===== src/rtl/fifo_pkg.sv =====
// Shared FIFO package: pointer geometry used by both the read and write controllers.
package fifo_pkg;

   localparam int PTR_W  = 6;
   localparam int ADDR_W = PTR_W - 1;
   localparam int DEPTH  = 2 ** ADDR_W;

   typedef logic [PTR_W-1:0]  ptr_t;
   typedef logic [ADDR_W-1:0] addr_t;

endpackage


===== src/rtl/fifo_read_ctrl_if.sv =====
// Read-side bus of the FIFO: pointer exchange with the writer, storage read port
// and the valid/ready output toward the consumer.
interface fifo_read_ctrl_if #(parameter int WIDTH = 8);
   import fifo_pkg::*;

   ptr_t             wr_ptr;
   logic             rd_en;
   addr_t            rd_addr;
   logic [WIDTH-1:0] mem_rdata;
   logic [WIDTH-1:0] dout;
   logic             dout_valid;
   logic             dout_ready;
   ptr_t             rd_ptr;
   logic             empty;
   ptr_t             level;
   logic             underflow;

   modport master (
      input  wr_ptr, mem_rdata, dout_ready,
      output rd_en, rd_addr, dout, dout_valid, rd_ptr, empty, level, underflow
   );

   modport slave (
      output wr_ptr, mem_rdata, dout_ready,
      input  rd_en, rd_addr, dout, dout_valid, rd_ptr, empty, level, underflow
   );

endinterface


===== src/rtl/rd_skid_buf.sv =====
// Two-entry output queue in front of the consumer; head_q is the presented word.
module rd_skid_buf #(
   parameter int WIDTH = 8
) (
   input  logic             clk,
   input  logic             rst_n,
   input  logic             push,
   input  logic             pop,
   input  logic [WIDTH-1:0] data_in,
   output logic [WIDTH-1:0] data_out,
   output logic [1:0]       occ,
   output logic             valid
);

   logic [1:0]       occ_q, occ_d;
   logic [WIDTH-1:0] head_q, head_d;
   logic [WIDTH-1:0] tail_q, tail_d;
   logic             pop_eff;

   // Pop first (tail moves to head), then push lands in the first free slot.
   always_comb begin
      occ_d   = occ_q;
      head_d  = head_q;
      tail_d  = tail_q;
      pop_eff = pop & (occ_q != 2'd0);
      if (pop_eff) begin
         head_d = tail_q;
         occ_d  = occ_q - 2'd1;
      end
      if (push) begin
         if (occ_d == 2'd0) begin
            head_d = data_in;
         end else begin
            tail_d = data_in;
         end
         occ_d = occ_d + 2'd1;
      end
   end

   // Queue state registers; reset empties the queue and zeroes the head word.
   always_ff @(posedge clk or negedge rst_n) begin
      if (!rst_n) begin
         occ_q  <= 2'd0;
         head_q <= '0;
         tail_q <= '0;
      end else begin
         occ_q  <= occ_d;
         head_q <= head_d;
         tail_q <= tail_d;
      end
   end

   assign data_out = head_q;
   assign occ      = occ_q;
   assign valid    = (occ_q != 2'd0);

   // The upstream credit rule must never deliver a word into a full queue.
   assert property (@(posedge clk) disable iff (!rst_n)
      !(push && !pop && (occ_q == 2'd2)));

endmodule


===== src/rtl/fifo_read_ctrl.sv =====
// FIFO read controller: read pointer, credit-based read issue into a 2-entry
// output queue, empty/level against the writer pointer, sticky underflow.
module fifo_read_ctrl #(
   parameter int WIDTH = 8
) (
   input  logic              clk,
   input  logic              clear,
   fifo_read_ctrl_if.master  bus
);
   import fifo_pkg::*;

   ptr_t             rd_ptr_q, rd_ptr_d;
   logic             pend_q, pend_d;
   logic             underflow_q, underflow_d;
   logic             rd_en;
   logic             pop;
   logic             empty;
   ptr_t             level;
   logic [2:0]       credit;
   logic [1:0]       occ;
   logic             buf_valid;
   logic [WIDTH-1:0] buf_dout;

   // Issue a read only if the word will have a queue slot when it returns.
   always_comb begin
      empty       = (rd_ptr_q == bus.wr_ptr);
      level       = bus.wr_ptr - rd_ptr_q;
      pop         = buf_valid & bus.dout_ready;
      credit      = {1'b0, occ} + {2'b00, pend_q} - {2'b00, pop};
      rd_en       = clear & !empty & (credit < 3'd2);
      rd_ptr_d    = rd_ptr_q + ptr_t'(rd_en);
      pend_d      = rd_en;
      underflow_d = underflow_q | (bus.dout_ready & !buf_valid);
   end

   // Pointer, in-flight read flag and sticky underflow; reset drops any in-flight read.
   always_ff @(posedge clk or negedge clear) begin
      if (!clear) begin
         rd_ptr_q    <= '0;
         pend_q      <= 1'b0;
         underflow_q <= 1'b0;
      end else begin
         rd_ptr_q    <= rd_ptr_d;
         pend_q      <= pend_d;
         underflow_q <= underflow_d;
      end
   end

   rd_skid_buf #(.WIDTH(WIDTH)) u_skid (
      .clk      (clk),
      .rst_n    (clear),
      .push     (pend_q),
      .pop      (pop),
      .data_in  (bus.mem_rdata),
      .data_out (buf_dout),
      .occ      (occ),
      .valid    (buf_valid)
   );

   assign bus.rd_en      = rd_en;
   assign bus.rd_addr    = rd_ptr_q[PTR_W-2:0];
   assign bus.dout       = buf_dout;
   assign bus.dout_valid = buf_valid;
   assign bus.rd_ptr     = rd_ptr_q;
   assign bus.empty      = empty;
   assign bus.level      = level;
   assign bus.underflow  = underflow_q;

endmodule

===== src/flat_wrapper.sv =====
// flat-port wrapper written by rule: the top's interface ports become plain ports
module fifo_read_ctrl_flat import fifo_pkg::*;
#(
   parameter int WIDTH = 8
)
  (clk, clear, bus_wr_ptr, bus_mem_rdata, bus_dout_ready, bus_rd_en, bus_rd_addr, bus_dout, bus_dout_valid, bus_rd_ptr, bus_empty, bus_level, bus_underflow);
  fifo_read_ctrl_if #(.WIDTH(WIDTH)) bus_i ();
  input  logic clk;
  input  logic clear;
  input wire logic [$bits(bus_i.wr_ptr)-1:0] bus_wr_ptr;
  input wire logic [$bits(bus_i.mem_rdata)-1:0] bus_mem_rdata;
  input wire logic [$bits(bus_i.dout_ready)-1:0] bus_dout_ready;
  output wire logic [$bits(bus_i.rd_en)-1:0] bus_rd_en;
  output wire logic [$bits(bus_i.rd_addr)-1:0] bus_rd_addr;
  output wire logic [$bits(bus_i.dout)-1:0] bus_dout;
  output wire logic [$bits(bus_i.dout_valid)-1:0] bus_dout_valid;
  output wire logic [$bits(bus_i.rd_ptr)-1:0] bus_rd_ptr;
  output wire logic [$bits(bus_i.empty)-1:0] bus_empty;
  output wire logic [$bits(bus_i.level)-1:0] bus_level;
  output wire logic [$bits(bus_i.underflow)-1:0] bus_underflow;
  assign bus_i.wr_ptr = bus_wr_ptr;
  assign bus_i.mem_rdata = bus_mem_rdata;
  assign bus_i.dout_ready = bus_dout_ready;
  assign bus_rd_en = bus_i.rd_en;
  assign bus_rd_addr = bus_i.rd_addr;
  assign bus_dout = bus_i.dout;
  assign bus_dout_valid = bus_i.dout_valid;
  assign bus_rd_ptr = bus_i.rd_ptr;
  assign bus_empty = bus_i.empty;
  assign bus_level = bus_i.level;
  assign bus_underflow = bus_i.underflow;
  fifo_read_ctrl #(.WIDTH(WIDTH)) u_core (.clk(clk), .clear(clear), .bus(bus_i));
endmodule

===== config.mk =====
export PLATFORM = sky130hd
export DESIGN_NAME = fifo_read_ctrl_flat
export DESIGN_NICKNAME = d
export VERILOG_FILES = /design/src/rtl/fifo_pkg.sv /design/src/rtl/fifo_read_ctrl_if.sv /design/src/rtl/rd_skid_buf.sv /design/src/rtl/fifo_read_ctrl.sv /design/src/flat_wrapper.sv
export SDC_FILE = /design/constraint.sdc
export NUM_CORES = 1
export LEC_CHECK = 0
export ABC_AREA = 1
export BUFFER_PORTS_ARGS = -buffer_cell sky130_fd_sc_hd__clkbuf_2
export CORE_UTILIZATION = 40
export DETAILED_ROUTE_END_ITERATION = 12
export GPL_ROUTABILITY_DRIVEN = 0
export GPL_TIMING_DRIVEN = 0
export HOLD_SLACK_MARGIN = 0.1
export MAX_ROUTING_LAYER = met4
export PLACE_DENSITY = 0.63
export SETUP_SLACK_MARGIN = 0.02
export SLEW_MARGIN = 5
export SYNTH_ARGS = -nofsm -noshare
export SYNTH_HDL_FRONTEND = slang
export SYNTH_SLANG_ARGS = --single-unit

===== constraint.sdc =====
create_clock -name clk -period 7.3 [get_ports clk]
set_input_delay 0.73 -clock clk [delete_from_list [all_inputs] [get_ports clk]]
set_output_delay 0.73 -clock clk [all_outputs]
set_load 0.01 [all_outputs]

==> results.json, run 1 <==
{
  "yosysSeqAreaShare": 0.4330,
  "synth_nets": 196,
  "rsz0062_at_grt": "no",
  "vdd_drop_max_mv": 0.1792,
  "grt_pass1_wl_um": 5651,
  "cp.arrival_ns": 2.91,
  "path_clk_slew_ns": 0.08,
  "tightest_slew_ns": 0.6584,
  "fill_cells": 356,
  "cap_viol_max_count": 0,
  "slowest_stage": "dfrtp_1",
  "worstSetupStartpointType": "register",
  "critPathMaxStageDelay_ns": 0.39,
  "die_area_um2": 4006,
  "synth-simple-area-share": 0.1632,
  "die_height_um": 63.29,
  "synthCells": 167,
  "initial_core_util": 0.4333,
  "overflow": 0,
  "post-route-period-util": 0.4980,
  "ys_types": 28,
  "hold_class": "primary input to asynchronous set/reset pin",
  "max_freq_mhz": 275.1,
  "drt-wirelength-per-cell_um": 12.23,
  "min_period_ns": 3.635,
  "crit_family": "adder cells",
  "crit_top_cell": "ha_1",
  "crit_chain": "inv_1 -> ha_1 -> nor2_2 -> buf_4 -> ha_1 -> or2_2 -> fa_1 -> a21boi_0 -> o211ai_1 -> nor2_1 -> clkbuf_2",
  "drt_iter0_markers": 81,
  "synth_compound_area_frac": 0.1249,
  "num_vias": 1280,
  "drive_gt1_frac": 0.3333,
  "cts_tree": "yes",
  "cp_num_buf_inv": 3,
  "post-route-drc-count": 0,
  "power_density_nw_per_um2": 442.5,
  "crit_fanout": 10,
  "die_x_um": 63.29,
  "grt_pass1_vias": 1275,
  "synth_area_leaders": "dfrtp_1, ha_1, nand2_1, inv_1, o21ai_2",
  "antenna_found_initial": 0,
  "via_per_inst": 4.885,
  "multi_input_area_um2": 676.9,
  "crit_required_ns": 6.57,
  "grt_max_degree": 28,
  "grt_usage": 0.1850,
  "ys_ff_latch": 26,
  "synth_fa_ha_area_frac": 0.1099,
  "synth_top_family_by_area": "simple AND/OR/NAND/NOR gates",
  "leakagePower_nw": 1.016,
  "yosys.area.top_type": "dfrtp_1",
  "avgSynthCellArea_um2": 8.998,
  "cts_buffers": 3,
  "htreeDepth": 1,
  "syn_area_um2": 1503,
  "synth-edff-count": 0,
  "yosysMostFrequentCell": "nand2_1",
  "postRouteAntennaNets": 0,
  "drt_pass1_iterations": 4,
  "fin_nets": 246,
  "coreArea_um2": 3468,
  "final_util": 0.5307,
  "synthXorXnorAreaFrac": 0.05246,
  "status": "completed",
  "maxSlewViolCount": 0,
  "synthMuxAreaShare": 0,
  "max-clock-path-buffers": 2,
  "cts.sinks": 26,
  "area_growth_pct": 22.48,
  "rows": 21,
  "diodes": 0,
  "setup_viol": 0,
  "hpwl_um": 2491,
  "fin_ws_ns": 3.665,
  "cts_setup_buffers": 0,
  "synth.yosys.warnings": 0,
  "slew_headroom": 0.5610,
  "dpl_worst_slack_ns": 3.762,
  "wl_um": 3205,
  "boundaryPins": 46,
  "async_reset_ff_frac": 1.000,
  "cts-root-buf": "clkbuf_8",
  "synth_top_cell_area_share": 0.4330,
  "synth_top_flop_cell": "dfrtp_1",
  "fin_skew_ns": 0.004566,
  "clkLatencyLatePin_ns": 0.27,
  "cts_resized": 0,
  "regArea_um2": 650.6,
  "cp-end-kind": "output port",
  "hold_buffers": 0,
  "tns_ns": 0,
  "portBuffers": 45,
  "path_class": "register to output port",
  "finalHoldViolCount": 0,
  "synth_commonest_cells": "nand2_1, dfrtp_1, inv_1"
}
-- layout by cell type, fill, tap and decap left out, types with 2 or more instances in the layout --
cell and n:
xor2_1 7, o21ai_0 7, clkbuf_8 4, or2_2 2
xnor2_1 2, nand2_1 32, o21ai_2 8, nor2_1 12
buf_4 6, ha_1 10, nand3_1 6, dfrtp_1 26
inv_1 24, clkbuf_2 45, o22ai_1 5, a21oi_1 2
a31oi_1 3, nand2_2 2, fa_1 2
-- through the flow --
stage / total power, W / std cells / hold WS [ns] / area (µm²)
4_1_cts: 0.0008233 / 262 / 0.4867 / 1841
5_1_grt: 0.0008956 / 262 / 0.5166 / 1841
2_1_floorplan: 0.0005683 / 167 / 0.4344 / 1503
3_3_place_gp: 0.0007019 / 258 / 0.4573 / 1785
6_report: 0.0008145 / 262 / 0.4702 / 1841
3_5_place_dp: 0.0007274 / 258 / 0.4698 / 1785
-- report_power, final --
part           leakage (nW)  internal [W]  switching, W
Combinational         0.681      0.000205      0.000251
Sequential            0.306      0.000213     0.0000527
Clock                0.0288     0.0000483     0.0000447
Total                  1.02      0.000467      0.000348
-- flip-flops by register name (all words and copies together), names as in the netlist --
register	count
u_core.bus.underflow	1
u_core.u_skid.occ	2
u_core.u_skid.data_out	8
u_core.bus.rd_ptr	6
u_core.pend_q	1
u_core.u_skid.tail_q	8
-- path summary, 6_finish.rpt --
kind	from	end	slack, ns	depth (start not counted)
setup / recovery	u_core.u_skid.occ[1]	bus_rd_en	3.66	11
hold / removal	clear	u_core.u_skid.tail_q[7]	0.47	1
setup reg to reg	u_core.u_skid.occ[1]	u_core.bus.rd_ptr[4]	4.08	14
hold reg to reg	u_core.bus.underflow	u_core.bus.underflow	0.48	1
max in group asynchronous	clear	u_core.bus.underflow	6.40	1
min in group clk	u_core.bus.underflow	u_core.bus.underflow	0.48	1
-- metal layers --
metal | GRT usage | wire length [µm] | vias to the layer above
met2 | 0.3360 | 1690 | 40
met5 | - | 0 | -
met4 | 0.07670 | 61 | 0
met1 | 0.2055 | 1316 | 611
li1 | - | - | 624
met3 | 0.01812 | 136 | 5
-- area by class of cell --
class / instances / area share
multi-input combinational: 107 / 0.3678
sequential: 26 / 0.3535
clock buffer: 4 / 0.02991
timing repair buffer: 45 / 0.1224
buffer: 9 / 0.04419
inverter: 25 / 0.05099
tap: 46 / 0.03127
-- logic make-up (layout without fill, tap and decap cells) --
| logic type | count (synthesis) | in the layout |
|---|---|---|
| AND/OR/NAND/NOR | 58 | 58 |
| flip-flops | 26 | 26 |
| adder cells (fa/ha/maj) | 12 | 12 |
| AO/OA/AOI/OAI | 28 | 28 |
| buffers and inverters | 34 | 83 |
| XOR/XNOR | 9 | 9 |
-- worst reg2reg max path, stage by stage, from the launching register on --
cell and delay (ns):
dfrtp_1 0.39, inv_1 0.08, ha_1 0.21, nor2_2 0.16
buf_4 0.20, ha_1 0.24, or2_2 0.30, fa_1 0.38
a21boi_0 0.18, o211ai_1 0.12, nor2_1 0.21, ha_1 0.22
ha_1 0.19, nand3_1 0.10, xor2_1 0.15
Power figures use the tool's default switching activity.
==> inputs of run 2 (changes only) <==
==> constraint.sdc (replaced) <==
create_clock -name clk -period 3.4 [get_ports clk]
set_input_delay 0.34 -clock clk [delete_from_list [all_inputs] [get_ports clk]]
set_output_delay 0.34 -clock clk [all_outputs]
set_load 0.01 [all_outputs]
==> results.json, run 2 (synthesis gave the netlist of run 1 again) <==
{
  "die_area_um2": 4006,
  "fin_skew_ns": 0.003954,
  "cts.sinks": 26,
  "rows": 21,
  "path_clk_slew_ns": 0.09,
  "drt_iter0_markers": 78,
  "post-route-period-util": 0.9285,
  "post-route-drc-count": 0,
  "portBuffers": 45,
  "regToRegStartpoint": "u_core.u_skid.occ[1]",
  "cap_viol_max_count": 0,
  "hold_end": "u_core.u_skid.tail_q[3]",
  "worstSetupStartpointType": "register",
  "coreArea_um2": 3468,
  "finalHoldViolCount": 0,
  "drt_pass1_iterations": 4,
  "crit_required_ns": 3.06,
  "htreeDepth": 1,
  "hold_class": "primary input to register",
  "dpl_worst_slack_ns": 0.1588,
  "leakagePower_nw": 1.022,
  "crit_family": "adder cells",
  "grt_pass1_wl_um": 5651,
  "cp-end-kind": "output port",
  "path_class": "register to output port",
  "slowest_stage": "dfrtp_1",
  "worstHoldStart": "bus_mem_rdata[3]",
  "rsz0062_at_grt": "no",
  "final_cell_mix": "clkbuf_2, nand2_1, dfrtp_1",
  "drt-wirelength-per-cell_um": 12.26,
  "swShare": 0.4271,
  "p_switching_w": 0.0007517,
  "min_period_ns": 3.157,
  "critPathMaxStageDelay_ns": 0.39,
  "cts-root-buf": "clkbuf_8",
  "drive_gt1_frac": 0.3364,
  "fin_ws_ns": 0.2430,
  "maxSlewViolCount": 0,
  "clkLatencyLatePin_ns": 0.27,
  "num_vias": 1286,
  "pwr-share-clk": 0.113,
  "crit_chain": "inv_1 -> ha_1 -> nor2_4 -> buf_6 -> ha_1 -> or2_2 -> fa_1 -> a21boi_0 -> o211ai_1 -> nor2_2 -> clkbuf_2",
  "cts_setup_buffers": 0,
  "crit_fanout": 10,
  "multi_input_area_um2": 684.4,
  "pwr-share-comb": 0.562,
  "tns_ns": 0,
  "seqPwrFrac": 0.324,
  "hpwl_um": 2491,
  "tightest_slew_ns": 0.6562,
  "p_int_w": 0.001008,
  "grt_usage": 0.1850,
  "regArea_um2": 650.6,
  "rr_worst_depth": 14,
  "hold_depth": 3,
  "area_growth_pct": 23.90,
  "vdd_drop_max_mv": 0.3928,
  "setup_viol": 0,
  "initial_core_util": 0.4333,
  "r2r-end": "u_core.bus.rd_ptr[4]",
  "status": "completed",
  "die_x_um": 63.29,
  "wl_um": 3224,
  "postRouteAntennaNets": 0,
  "fin_nets": 247,
  "diodes": 0,
  "fill_cells": 351,
  "cts_buffers": 3,
  "ff2ff_setup_slack_ns": 0.27,
  "grt_max_degree": 28,
  "grt_pass1_vias": 1275,
  "holdWs_ns": 0.2957,
  "overflow": 0,
  "boundaryPins": 46,
  "cp_num_buf_inv": 3,
  "via_per_inst": 4.890,
  "max_freq_mhz": 316.8,
  "crit_top_cell": "ha_1",
  "cp.arrival_ns": 2.82,
  "cts_tree": "yes",
  "cp_num_cells": 11,
  "max-clock-path-buffers": 2,
  "power_density_nw_per_um2": 945.3,
  "die_height_um": 63.29,
  "antenna_found_initial": 0,
  "final_common_cell": "clkbuf_2",
  "slew_headroom": 0.5625
}
==> run 2: cell count changes in the layout (fill, tap and decap cells not counted), sizes merged <==
cell / delta
dlygate4sd3: +1
==> run 2: final cells by class <==
cell class | count | area share
multi-input cells | 107 | 0.3676
flip-flops and latches | 26 | 0.3495
repair buffers | 46 | 0.1263
inverters | 25 | 0.05040
plain buffers | 9 | 0.04570
well taps | 46 | 0.03091
clock buffers | 4 | 0.02957
==> run 2: metrics by stage <==
step	std cells	utilization	instance area [µm²]	power (W)
after floorplan	167	-	1503	0.001220
after global placement	258	0.5148	1785	0.001507
after detailed placement	258	0.5148	1785	0.001562
after CTS	263	0.5336	1851	0.001769
after global routing	263	0.5368	1862	0.001935
final	263	0.5368	1862	0.001760
==> run 2: metal layers <==
| layer | up-vias | track usage | part of all wire |
|---|---|---|---|
| met5 | - | - | 0 |
| met4 | 0 | 0.07670 | 0.020 |
| met3 | 5 | 0.01812 | 0.045 |
| met2 | 42 | 0.3360 | 0.53 |
| met1 | 611 | 0.2055 | 0.40 |
| li1 | 628 | - | - |
==> run 2: repair_timing <==
item                       4_1_cts  5_1_grt
gates resized for setup          0        3
hold endpoints to repair        19        0
setup endpoints to repair        0        3
hold buffers                     1        0
==> run 2: tightest hold or removal path, stage by stage <==
cell and delay (ns):
clkbuf_2 0.09, inv_1 0.06, o21ai_2 0.05
==> run 2: how the worst max path moves through the flow <==
| stage | from | end | slack [ns] |
|---|---|---|---|
| after floorplan | u_core.u_skid.occ[1] | u_core.bus.rd_ptr[4] | 0.36 |
| after global placement | u_core.u_skid.occ[1] | u_core.bus.rd_ptr[4] | 0.27 |
| after detailed placement | u_core.u_skid.occ[1] | u_core.bus.rd_ptr[4] | 0.16 |
| after CTS | u_core.u_skid.occ[1] | bus_rd_en | 0.12 |
| after global routing | u_core.u_skid.occ[1] | u_core.bus.rd_ptr[4] | 0.03 |
| final | u_core.u_skid.occ[1] | bus_rd_en | 0.24 |
==> run 2: power by group through the flow <==
stage | Sequential [W] | Clock (W) | Combinational, W
floorplan | 0.000596 | 0 | 0.000624
global placement | 0.000568 | 0 | 0.000939
detailed placement | 0.000578 | 0 | 0.000984
CTS | 0.000573 | 0.000206 | 0.000990
global route | 0.000595 | 0.000226 | 0.00111
finish | 0.000570 | 0.000200 | 0.000990
==> inputs of run 3 (changes only) <==
--- a/config.mk
+++ b/config.mk
@@ -7,13 +7,13 @@
 export LEC_CHECK = 0
 export ABC_AREA = 1
 export BUFFER_PORTS_ARGS = -buffer_cell sky130_fd_sc_hd__clkbuf_2
-export CORE_UTILIZATION = 40
+export CORE_UTILIZATION = 51
 export DETAILED_ROUTE_END_ITERATION = 12
 export GPL_ROUTABILITY_DRIVEN = 0
 export GPL_TIMING_DRIVEN = 0
 export HOLD_SLACK_MARGIN = 0.1
 export MAX_ROUTING_LAYER = met4
-export PLACE_DENSITY = 0.63
+export PLACE_DENSITY = 0.77
 export SETUP_SLACK_MARGIN = 0.02
 export SLEW_MARGIN = 5
 export SYNTH_ARGS = -nofsm -noshare
==> results.json, run 3 (synthesis gave the netlist of run 1 again) <==
{
  "area_growth_pct": 22.65,
  "cp_num_cells": 11,
  "cts_buffers": 3,
  "portBuffers": 45,
  "final_cell_mix": "clkbuf_2, nand2_1, dfrtp_1",
  "worstSetupStartpointType": "register",
  "die_height_um": 56.28,
  "postRouteAntennaNets": 0,
  "max_freq_mhz": 314.3,
  "die_x_um": 56.28,
  "wl_um": 3027,
  "post-route-period-util": 0.9359,
  "tns_ns": 0,
  "antenna_found_initial": 0,
  "boundaryPins": 46,
  "cp-end-kind": "output port",
  "worstHoldStart": "bus_mem_rdata[5]",
  "r2r-end": "u_core.bus.rd_ptr[4]",
  "fin_nets": 248,
  "max-clock-path-buffers": 2,
  "status": "completed",
  "hpwl_um": 2359,
  "drt-wirelength-per-cell_um": 12.16,
  "cts.sinks": 26,
  "timing.critical_path.to": "bus_rd_en",
  "rows": 19,
  "regToRegStartpoint": "u_core.u_skid.occ[1]",
  "crit_chain": "inv_1 -> ha_1 -> nor2_2 -> buf_6 -> ha_1 -> or2_2 -> fa_1 -> a21boi_0 -> o211ai_1 -> nor2_2 -> clkbuf_2",
  "maxSlewViolCount": 0,
  "grt_max_degree": 28,
  "finalHoldViolCount": 0,
  "clkLatencyLatePin_ns": 0.32,
  "cap_viol_max_count": 0,
  "drt_pass1_iterations": 4,
  "vdd_drop_max_mv": 0.5948,
  "diodes": 0,
  "grt_usage": 0.2206,
  "fin_skew_ns": 0.001022,
  "path_class": "register to output port",
  "overflow": 0,
  "setup_viol": 0,
  "dpl_worst_slack_ns": 0.2077,
  "htreeDepth": 1,
  "cp_num_buf_inv": 3,
  "power_density_nw_per_um2": 958.4,
  "final_common_cell": "clkbuf_2",
  "num_vias": 1275,
  "crit_required_ns": 3.06,
  "crit_fanout": 10,
  "ff2ff_setup_slack_ns": 0.31,
  "cts-root-buf": "clkbuf_4",
  "grt_pass1_wl_um": 5416,
  "rr_worst_depth": 14,
  "via_per_inst": 5.120,
  "rsz0062_at_grt": "no",
  "post-route-drc-count": 0,
  "critPathMaxStageDelay_ns": 0.39,
  "crit_start": "u_core.u_skid.occ[1]",
  "fin_ws_ns": 0.2181,
  "initial_core_util": 0.5403,
  "coreArea_um2": 2781,
  "slew_headroom": 0.5682,
  "grt_pass1_vias": 1299,
  "drt_iter0_markers": 54,
  "hold_class": "primary input to register",
  "cp.arrival_ns": 2.84,
  "drive_gt1_frac": 0.3394,
  "min_period_ns": 3.182,
  "path_clk_slew_ns": 0.14,
  "slowest_stage": "dfrtp_1",
  "die_area_um2": 3167,
  "leakagePower_nw": 1.026,
  "tightest_slew_ns": 0.6477,
  "cts_tree": "yes",
  "crit_family": "adder cells"
}
==> run 3: changes by cell type in the layout (fill, tap and decap cells not counted), sizes merged <==
cell,previous run,this run
buf,9,10
bufinv,0,1
clkbuf,49,48
==> run 3: layer usage <==
layer | vias up | routed length [µm] | track usage
met1 | 607 | 1293 | 0.2706
met4 | 0 | 8 | 0.02091
met2 | 37 | 1569 | 0.3861
li1 | 628 | - | -
met5 | - | 0 | -
met3 | 3 | 155 | 0.05300
==> run 3: per-stage QoR <==
step	hold WS, ns	total power, W	instances	instance area [µm²]	utilization
6_report	0.2353	0.001766	249	1843	0.6626
5_1_grt	0.2441	0.001921	249	1843	0.6626
4_1_cts	0.2331	0.001767	248	1829	0.6577
3_5_place_dp	0.3945	0.001552	243	1767	0.6352
3_3_place_gp	0.3806	0.001495	243	1767	0.6352
2_1_floorplan	0.04441	0.001220	167	1503	-
==> run 3: final cells by class <==
cell class	instances	area (µm²)
repair buffers	47	242.7
clock inverters	1	30.03
multi-input cells	107	679.4
well taps	31	38.79
inverters	25	93.84
clock buffers	3	22.52
fillers	227	938.4
plain buffers	9	85.08
flip-flops and latches	26	650.6
==> run 3: power by group <==
group / leakage, nW / total (W) / switching, W / internal (W)
Clock: 0.0279 / 0.000211 / 0.0000917 / 0.000119
Combinational: 0.692 / 0.000990 / 0.000541 / 0.000449
Sequential: 0.306 / 0.000565 / 0.000109 / 0.000456
==> run 3: worst min path at each step <==
stage | endpoint | cells past startpoint
2_1_floorplan | u_core.bus.rd_ptr[0] | 0
3_3_place_gp | u_core.u_skid.data_out[3] | 1
3_5_place_dp | u_core.u_skid.tail_q[3] | 1
4_1_cts | u_core.u_skid.tail_q[5] | 3
5_1_grt | u_core.u_skid.tail_q[5] | 3
6_report | u_core.u_skid.tail_q[5] | 3
==> run 3: what timing repair did <==
action                                  CTS  global route
hold buffers                              1             0
endpoints found under the setup margin    0             3
endpoints found under the hold margin    26             0
gates resized for setup                   0             2
setup buffers                             0             1
==> run 3: worst min-delay path: stages <==
cell	delay [ns]
clkbuf_2	0.09
inv_1	0.06
o21ai_2	0.05
